### config.mk
export PLATFORM = sky130hd
export DESIGN_NAME = control_unit
export DESIGN_NICKNAME = d
export VERILOG_FILES = /design/src/rtl/control_unit.sv
export SDC_FILE = /design/constraint.sdc
export NUM_CORES = 1
export LEC_CHECK = 0
export CAP_MARGIN = 10
export CORE_ASPECT_RATIO = 1.2
export CORE_MARGIN = 2
export CORE_UTILIZATION = 49
export CTS_BUF_LIST = sky130_fd_sc_hd__clkbuf_4 sky130_fd_sc_hd__clkbuf_8
export DETAILED_ROUTE_END_ITERATION = 12
export PLACE_DENSITY = 0.81
export SLEW_MARGIN = 20
export SYNTH_ARGS = -nofsm -noshare
export SYNTH_HDL_FRONTEND = slang
export SYNTH_SLANG_ARGS = --single-unit
### constraint.sdc
create_clock -name clk -period 2.2 [get_ports clk]
set_input_delay 0.22 -clock clk [delete_from_list [all_inputs] [get_ports clk]]
set_output_delay 0.22 -clock clk [all_outputs]
set_load 0.02 [all_outputs]
### src/rtl/control_unit.sv
// rtl/control_unit.sv - microsequencer: fetch/decode/execute control with bounded memory wait
// Moore outputs from state and the latched IR byte; only JZ's pc_load looks at an input.
module control_unit #(
    parameter int MEM_WAIT_MAX = 255
) (
    input  logic       clk,
    input  logic       rst,
    input  logic       start,
    input  logic [7:0] instr,
    input  logic       mem_ready,
    input  logic       z_flag,
    output logic       mem_read,
    output logic       ir_load,
    output logic       mbru_load,
    output logic       pc_inc,
    output logic       pc_load,
    output logic [3:0] B_bus_ctrl,
    output logic [1:0] alu_op,
    output logic       ac_load,
    output logic [5:0] c_wr_en,
    output logic       halted,
    output logic       error,
    output logic [3:0] state
);

    typedef enum logic [3:0] {
        S_IDLE       = 4'd0,
        S_FETCH      = 4'd1,
        S_F_LATCH    = 4'd2,
        S_DECODE     = 4'd3,
        S_EXEC       = 4'd4,
        S_OPND_RD    = 4'd5,
        S_OPND_LATCH = 4'd6,
        S_EXEC_IMM   = 4'd7,
        S_HALT       = 4'd8,
        S_ERROR      = 4'd9
    } state_t;

    localparam logic [7:0] WAIT_LAST = 8'(MEM_WAIT_MAX - 1);

    state_t     cur;
    state_t     nxt;
    logic [7:0] ir;
    logic [7:0] wait_cnt;
    logic       in_wait;
    logic       timeout;

    assign in_wait = (cur == S_FETCH) || (cur == S_OPND_RD);
    // The cycle that would be wait number MEM_WAIT_MAX gives up unless mem_ready arrives.
    assign timeout = (wait_cnt == WAIT_LAST);
    assign state   = cur;

    always_ff @(posedge clk or posedge rst) begin
        if (rst) begin
            cur <= S_IDLE;
        end else begin
            cur <= nxt;
        end
    end

    // Counter is held at zero outside the wait states, so every entry starts from zero.
    always_ff @(posedge clk or posedge rst) begin
        if (rst) begin
            ir       <= 8'h00;
            wait_cnt <= 8'h00;
        end else begin
            if (ir_load) begin
                ir <= instr;
            end
            if (in_wait && !mem_ready) begin
                wait_cnt <= wait_cnt + 8'd1;
            end else begin
                wait_cnt <= 8'h00;
            end
        end
    end

    always_comb begin
        nxt = cur;
        case (cur)
            S_IDLE:       if (start) nxt = S_FETCH;
            S_FETCH: begin
                if (mem_ready)    nxt = S_F_LATCH;
                else if (timeout) nxt = S_ERROR;
            end
            S_F_LATCH:    nxt = S_DECODE;
            S_DECODE: begin
                case (ir[7:4])
                    4'h1, 4'h2, 4'h3, 4'h4: nxt = S_EXEC;
                    4'h5, 4'h6, 4'h7:       nxt = S_OPND_RD;
                    4'hF:                   nxt = S_HALT;
                    default:                nxt = S_FETCH;
                endcase
            end
            S_EXEC:       nxt = S_FETCH;
            S_OPND_RD: begin
                if (mem_ready)    nxt = S_OPND_LATCH;
                else if (timeout) nxt = S_ERROR;
            end
            S_OPND_LATCH: nxt = S_EXEC_IMM;
            S_EXEC_IMM:   nxt = S_FETCH;
            S_HALT:       nxt = S_HALT;
            S_ERROR:      nxt = S_ERROR;
            default:      nxt = S_IDLE;
        endcase
    end

    always_comb begin
        mem_read   = 1'b0;
        ir_load    = 1'b0;
        mbru_load  = 1'b0;
        pc_inc     = 1'b0;
        pc_load    = 1'b0;
        B_bus_ctrl = 4'b0000;
        alu_op     = 2'b00;
        ac_load    = 1'b0;
        c_wr_en    = 6'b000000;
        halted     = 1'b0;
        error      = 1'b0;
        case (cur)
            S_FETCH, S_OPND_RD: mem_read = 1'b1;
            S_F_LATCH: begin
                ir_load = 1'b1;
                pc_inc  = 1'b1;
            end
            S_EXEC: begin
                case (ir[7:4])
                    4'h1: begin
                        B_bus_ctrl = ir[3:0];
                        alu_op     = 2'b00;
                        ac_load    = 1'b1;
                    end
                    4'h2: begin
                        B_bus_ctrl = ir[3:0];
                        alu_op     = 2'b01;
                        ac_load    = 1'b1;
                    end
                    4'h3: begin
                        B_bus_ctrl = ir[3:0];
                        alu_op     = 2'b10;
                        ac_load    = 1'b1;
                    end
                    4'h4: begin
                        // Register codes 4..9 (X..Y) map onto write-enable bits 0..5.
                        if (ir[3:0] >= 4'd4 && ir[3:0] <= 4'd9) begin
                            c_wr_en = 6'(6'b000001 << (ir[3:0] - 4'd4));
                        end
                    end
                    default: ;
                endcase
            end
            S_OPND_LATCH: begin
                mbru_load = 1'b1;
                pc_inc    = 1'b1;
            end
            S_EXEC_IMM: begin
                B_bus_ctrl = 4'b0011;
                case (ir[7:4])
                    4'h5:    ac_load = 1'b1;
                    4'h6:    pc_load = 1'b1;
                    4'h7:    pc_load = z_flag;
                    default: ;
                endcase
            end
            S_HALT:  halted = 1'b1;
            S_ERROR: error  = 1'b1;
            default: ;
        endcase
    end

endmodule

==> Yosys cells after proc, flatten, opt, wreduce, memory -nomap -nowiden <==
Memory sizes are Yosys's and may differ from the RTL's.
Cells that the tools add are included.
{ "op_classes": {"magnitude_cmp": 2, "add_sub_neg": 2, "shift": 1, "n_eq_ne": 18, "reduce_logical": 9, "n_mux": 24} }
{ "ops": {"columns": ["op", "n"], "rows": [
  ["$pmux W4 S9", 1],
  ["$eq A4 B3 Y1 const B", 8],
  ["$mux W4", 5],
  ["$mux W6", 3],
  ["$eq A4 B2 Y1 const B", 4],
  ["$mux W1", 9],
  ["$add A8 B1 Y8 const B", 1],
  ["$eq A4 B1 Y1 const B", 2],
  ["$eq A4 B4 Y1 const B", 2],
  ["$eq A8 B8 Y1 const B", 1],
  ["$mux W8", 1],
  ["$pmux W4 S2", 1],
  ["$reduce_or A2 Y1", 3],
  ["$shl A1 B4 Y6 const A", 1],
  ["$ge A4 B3 Y1 const B", 1],
  ["$le A4 B4 Y1 const B", 1],
  ["$logic_not A4 Y1", 1],
  ["$pmux W1 S2", 2],
  ["$pmux W2 S2", 1],
  ["$sub A4 B3 Y4 const B", 1],
  ["$reduce_or A3 Y1", 1],
  ["$logic_and A1 B1 Y1", 2],
  ["$mux W2", 1],
  ["$ne A2 B2 Y1 const B", 1],
  ["other kinds (2)", 2]
]} }
{ "totals": {"wordCells": 60, "ff_bits": 20, "mem_bits_ro": 48, "memories": 1, "out_inout_bits": 24, "in_bits": 13} }
{ "mem_list": {"columns": ["memory", "words", "width", "read_ports", "rd_clocked_by_memory_dff", "write_ports", "line", "source"], "rows": [
  ["(no name shown)", 16, 3, 1, 0, 0, "88", "case (ir[7:4])"]
]} }

==> Logic depth before layout (Yosys ltp) <==
{ "logic_depth": {"word_depth": 5, "ltp_mapped": 5, "depth_no_buf": 5} }

==> Least setup slack after synthesis <==
No wires, ideal clock.
{ "synth_path": {"path_type": "reg-to-output", "startpoint": "register cur[2] (netlist: state[2])", "endpoint": "output pc_load", "path_buffers": 1, "path_slack_ns": -0.105, "path_stages_with_launch": 4, "t_required_ns": 1.980, "arrival_ns": 2.085, "cell_sequence": "dfrtp_1 -> clkbuf_1 -> nand4b_1 -> a2111oi_0"} }
{ "synth_via": {"elab_chain_len": 2} }
{ "synth_lines": {"columns": ["item", "line", "source"], "rows": [
  ["start: declaration", "41", "state_t cur;"],
  ["start signal: assignment", "57", "cur <= nxt;"],
  ["$eq A4 B3 Y1", "120", "case (cur)"],
  ["$mux W1", "120", null],
  ["end: declaration", "16", "output logic pc_load,"]
]} }
No other way between the ends.

==> Final worst setup path <==
{ "layout_path": {"startpoint": "register cur[0] (netlist: state[0])", "endpoint": "output c_wr_en[2]"} }
{ "layout_via": {"elab_chain_len": 2} }
{ "layout_lines": {"columns": ["item", "line", "source"], "rows": [
  ["$eq A4 B3 Y1", "120", null],
  ["$mux W6", "120", null],
  ["end: declaration", "20", "output logic [5:0] c_wr_en,"]
]} }
No other way between the ends.

==> summary.md <==
| Metric | Value |
|---|---|
| Post-DP HPWL | 2470 um |
| Max Buffers Root-to-Sink | 2 |
| Largest net degree at the start of global routing | 21 |
| Clock Latency Late Sink | 300 ps |
| Root Buffer | clkbuf_4 |
| Vias per cell | 5.61 |
| Site Rows | 20 |
| Fraction of registers with async set/reset | 1.00 |
| DR WL met3 | 89 um |
| Num ports | 37 |
| Synth top cells by count | dfrtp_1 (20), nor2_1 (9), inv_1 (8), mux2_2 (8), o21ai_0 (7) |
| Endpoints failing setup | 0 |
| Synth top area cells | dfrtp_1 (38%), mux2_2 (6.8%), ha_1 (4.7%) |
| Synth Flop Type | dfrtp_1 |
| Final Hold Vio Count | 0 |
| Fin crit period | 2160 ps |
| Starting density of the core | 0.520 |
| Peak VDD IR | 0.000893 V |
| CTS tree | built |
| Relative slew slack | 0.516 |
| Yosys top cell by area | dfrtp_1 |
| Die Ht | 61.0 um |
| Worst slew pin tran | 725 ps |
| Initial antenna violation count | 0 |
| Buffers on Ports | 36 |
| Layout fillers | 201 |
| CP endpoint kind | primary output |
| Residual DRC count | 0 |
| # nets final | 204 |
| Tot GR Track Use | 0.214 |
| Final core utilization | 0.713 |
| Cell Area, Synth | 0.00133 mm2 |
| Min-Delay Path Class | in2async |
| Power per cell area | 1160 mW/mm2 |
| Met1 WL | 1320 um |
| Worst path slowest cell | or4b_4 |
| YS warnings | 0 |
| TritonRoute pass-1 iters | 4 |
| # clock sinks | 20 |
| Syn-to-layout area delta | 37.2% |
| Peak Freq | 464 MHz |
| Die Area | 0.00314 mm2 |
| Synthesized flop and latch total | 20 |
| Syn Area/Cell | 9.54 um2 |
| CP Data Required Time | 1980 ps |
| Clock Skews | 2.04 ps |
| CTS buffer count | 3 |
| Setup CP Type | reg2out |
| Most frequent cell after synthesis | dfrtp_1 |
| Cells after synthesis | 139 |
| Slew Viols, Final | 0 |
| Met2 routed WL | 1720 um |
| Placer Congestion | 0.797 |
| Gr ovfl total | 0 |
| Share of cells above drive strength 1 | 0.286 |
| Final WL | 3200 um |
| Syn Nets | 157 |
| Initial DRC count | 17 |
| Post-DRT Antenna Nets | 0 |
| Critical path launch point type | flop |
| Lkg Pwr | 0.840 nW |
| N_diodes | 0 |
| Register area share after synthesis | 0.377 |
| Die X-Extent | 51.5 um |
| CORE AREA | 0.00255 mm2 |
| CP Cell Sequence | or4b_4 -> nand4b_4 -> nor4_2 -> buf_2 |
| Crit-path max FO | 6 |
| DR top layer | met4 |
| Vias in the first global route | 1150 |
| CP peak stage delay | 560 ps |
| RSZ-0062 raised after global routing | yes |
| WHS | 328 ps |
| Worst-path clk slew | 110 ps |
| Htree depth | 1 |
| Hold buffers post-CTS | 0 |
| Netlist cell types | 46 |
| Wire length per cell | 14.7 um |
| Status | completed |
| Setup_tns | 0 ps |
| Postcts setup bufs | 0 |
| Crit path DAT | 1940 ps |
| First-pass GRT wire length | 5040 um |
| Post-synth EDFFs | 0 |
| Period utilization | 0.981 |
| Max cap viols | 0 |
| Routed via count | 1224 |
| Yosys top cell area share | 0.377 |
==> cell usage in the layout (no fill, tap or decap), drive strengths merged, types with 4 or more instances in the layout <==
cell,instances
buf,26
dfrtp,20
clkdlybuf4s50,19
nor2,10
mux2,8
inv,8
o21ai,7
nand2b,6
or3,5
a21oi,5
ha,5
nor3,5
nand3,4
nor3b,4
nor2b,4
clkbuf,4
==> metal layers <==
layer,track usage,vias up
li1,-,604
met1,0.243,588
met2,0.394,24
met3,0.0246,8
met4,0.113,0
met5,0,-
==> sequential cells by signal, summed over array words and instances (netlist names) <==
register  flops
ir            8
wait_cnt      8
state         4
==> repair_timing <==
| item | 4_1_cts | 5_1_grt |
|---|---|---|
| resized for setup | 63 | 12 |
| endpoints found under the setup margin | 16 | 10 |
| pin swaps | 0 | 1 |
==> critical path: cells and delay by family, from the launching register on <==
family | cells | cell delay, ps
and+or+nand+nor | 3 | 1050
DFF | 1 | 390
buffers and inverters | 1 | 200
==> kinds of logic after synthesis <==
kind of cell / after synthesis / share of synthesized area
muxes: 8 / 0.0679
DFF: 20 / 0.377
xor gates and xnor gates: 3 / 0.0198
buffers and inverters: 15 / 0.0434
and+or+nand+nor: 62 / 0.313
AOI/OAI and AO/OA: 26 / 0.131
adders and majority gates: 5 / 0.0472
==> path summary, 6_finish.rpt <==
check	startpoint	endpoint	slack, ps	cells after the start
setup reg to reg	state[0]$_DFFE_PP0P_	ir[2]$_DFFE_PP0P_	350	5
min in group clk	instr[0]	ir[0]$_DFFE_PP0P_	530	2
hold / removal	rst	ir[3]$_DFFE_PP0P_	330	2
hold reg to reg	wait_cnt[7]$_DFF_PP0_	wait_cnt[7]$_DFF_PP0_	560	2
setup / recovery	state[0]$_DFFE_PP0P_	c_wr_en[2]	40	4
max in group asynchronous	rst	state[2]$_DFFE_PP0P_	1420	2
==> through the flow <==
step / std cells / setup WS, ps / area, um2 / total power [mW]
after detailed placement: 214 / -150 / 1810 / 1.87
after global routing: 218 / -41.1 / 1820 / 2.25
after floorplan: 139 / 75.6 / 1330 / 1.39
final: 218 / 42.6 / 1820 / 2.10
after CTS: 218 / -2.25 / 1810 / 2.08
after global placement: 214 / -98.1 / 1810 / 1.82
==> layout make-up <==
class | count | area (um2) | area share
clock buffers | 4 | 36.3 | 0.0199
inverters | 8 | 30.0 | 0.0165
multi-input cells | 104 | 812 | 0.446
flip-flops and latches | 20 | 500 | 0.275
well taps | 33 | 41.3 | 0.0227
repair buffers | 49 | 399 | 0.219
==> where the power goes <==
group	leakage, nW	internal, mW	switching [mW]
registers	0.256	0.488	0.145
clock network	0.0210	0.101	0.108
logic	0.563	0.593	0.667
total	0.840	1.18	0.920
Note: power is estimated with default switching activity, not from simulation.
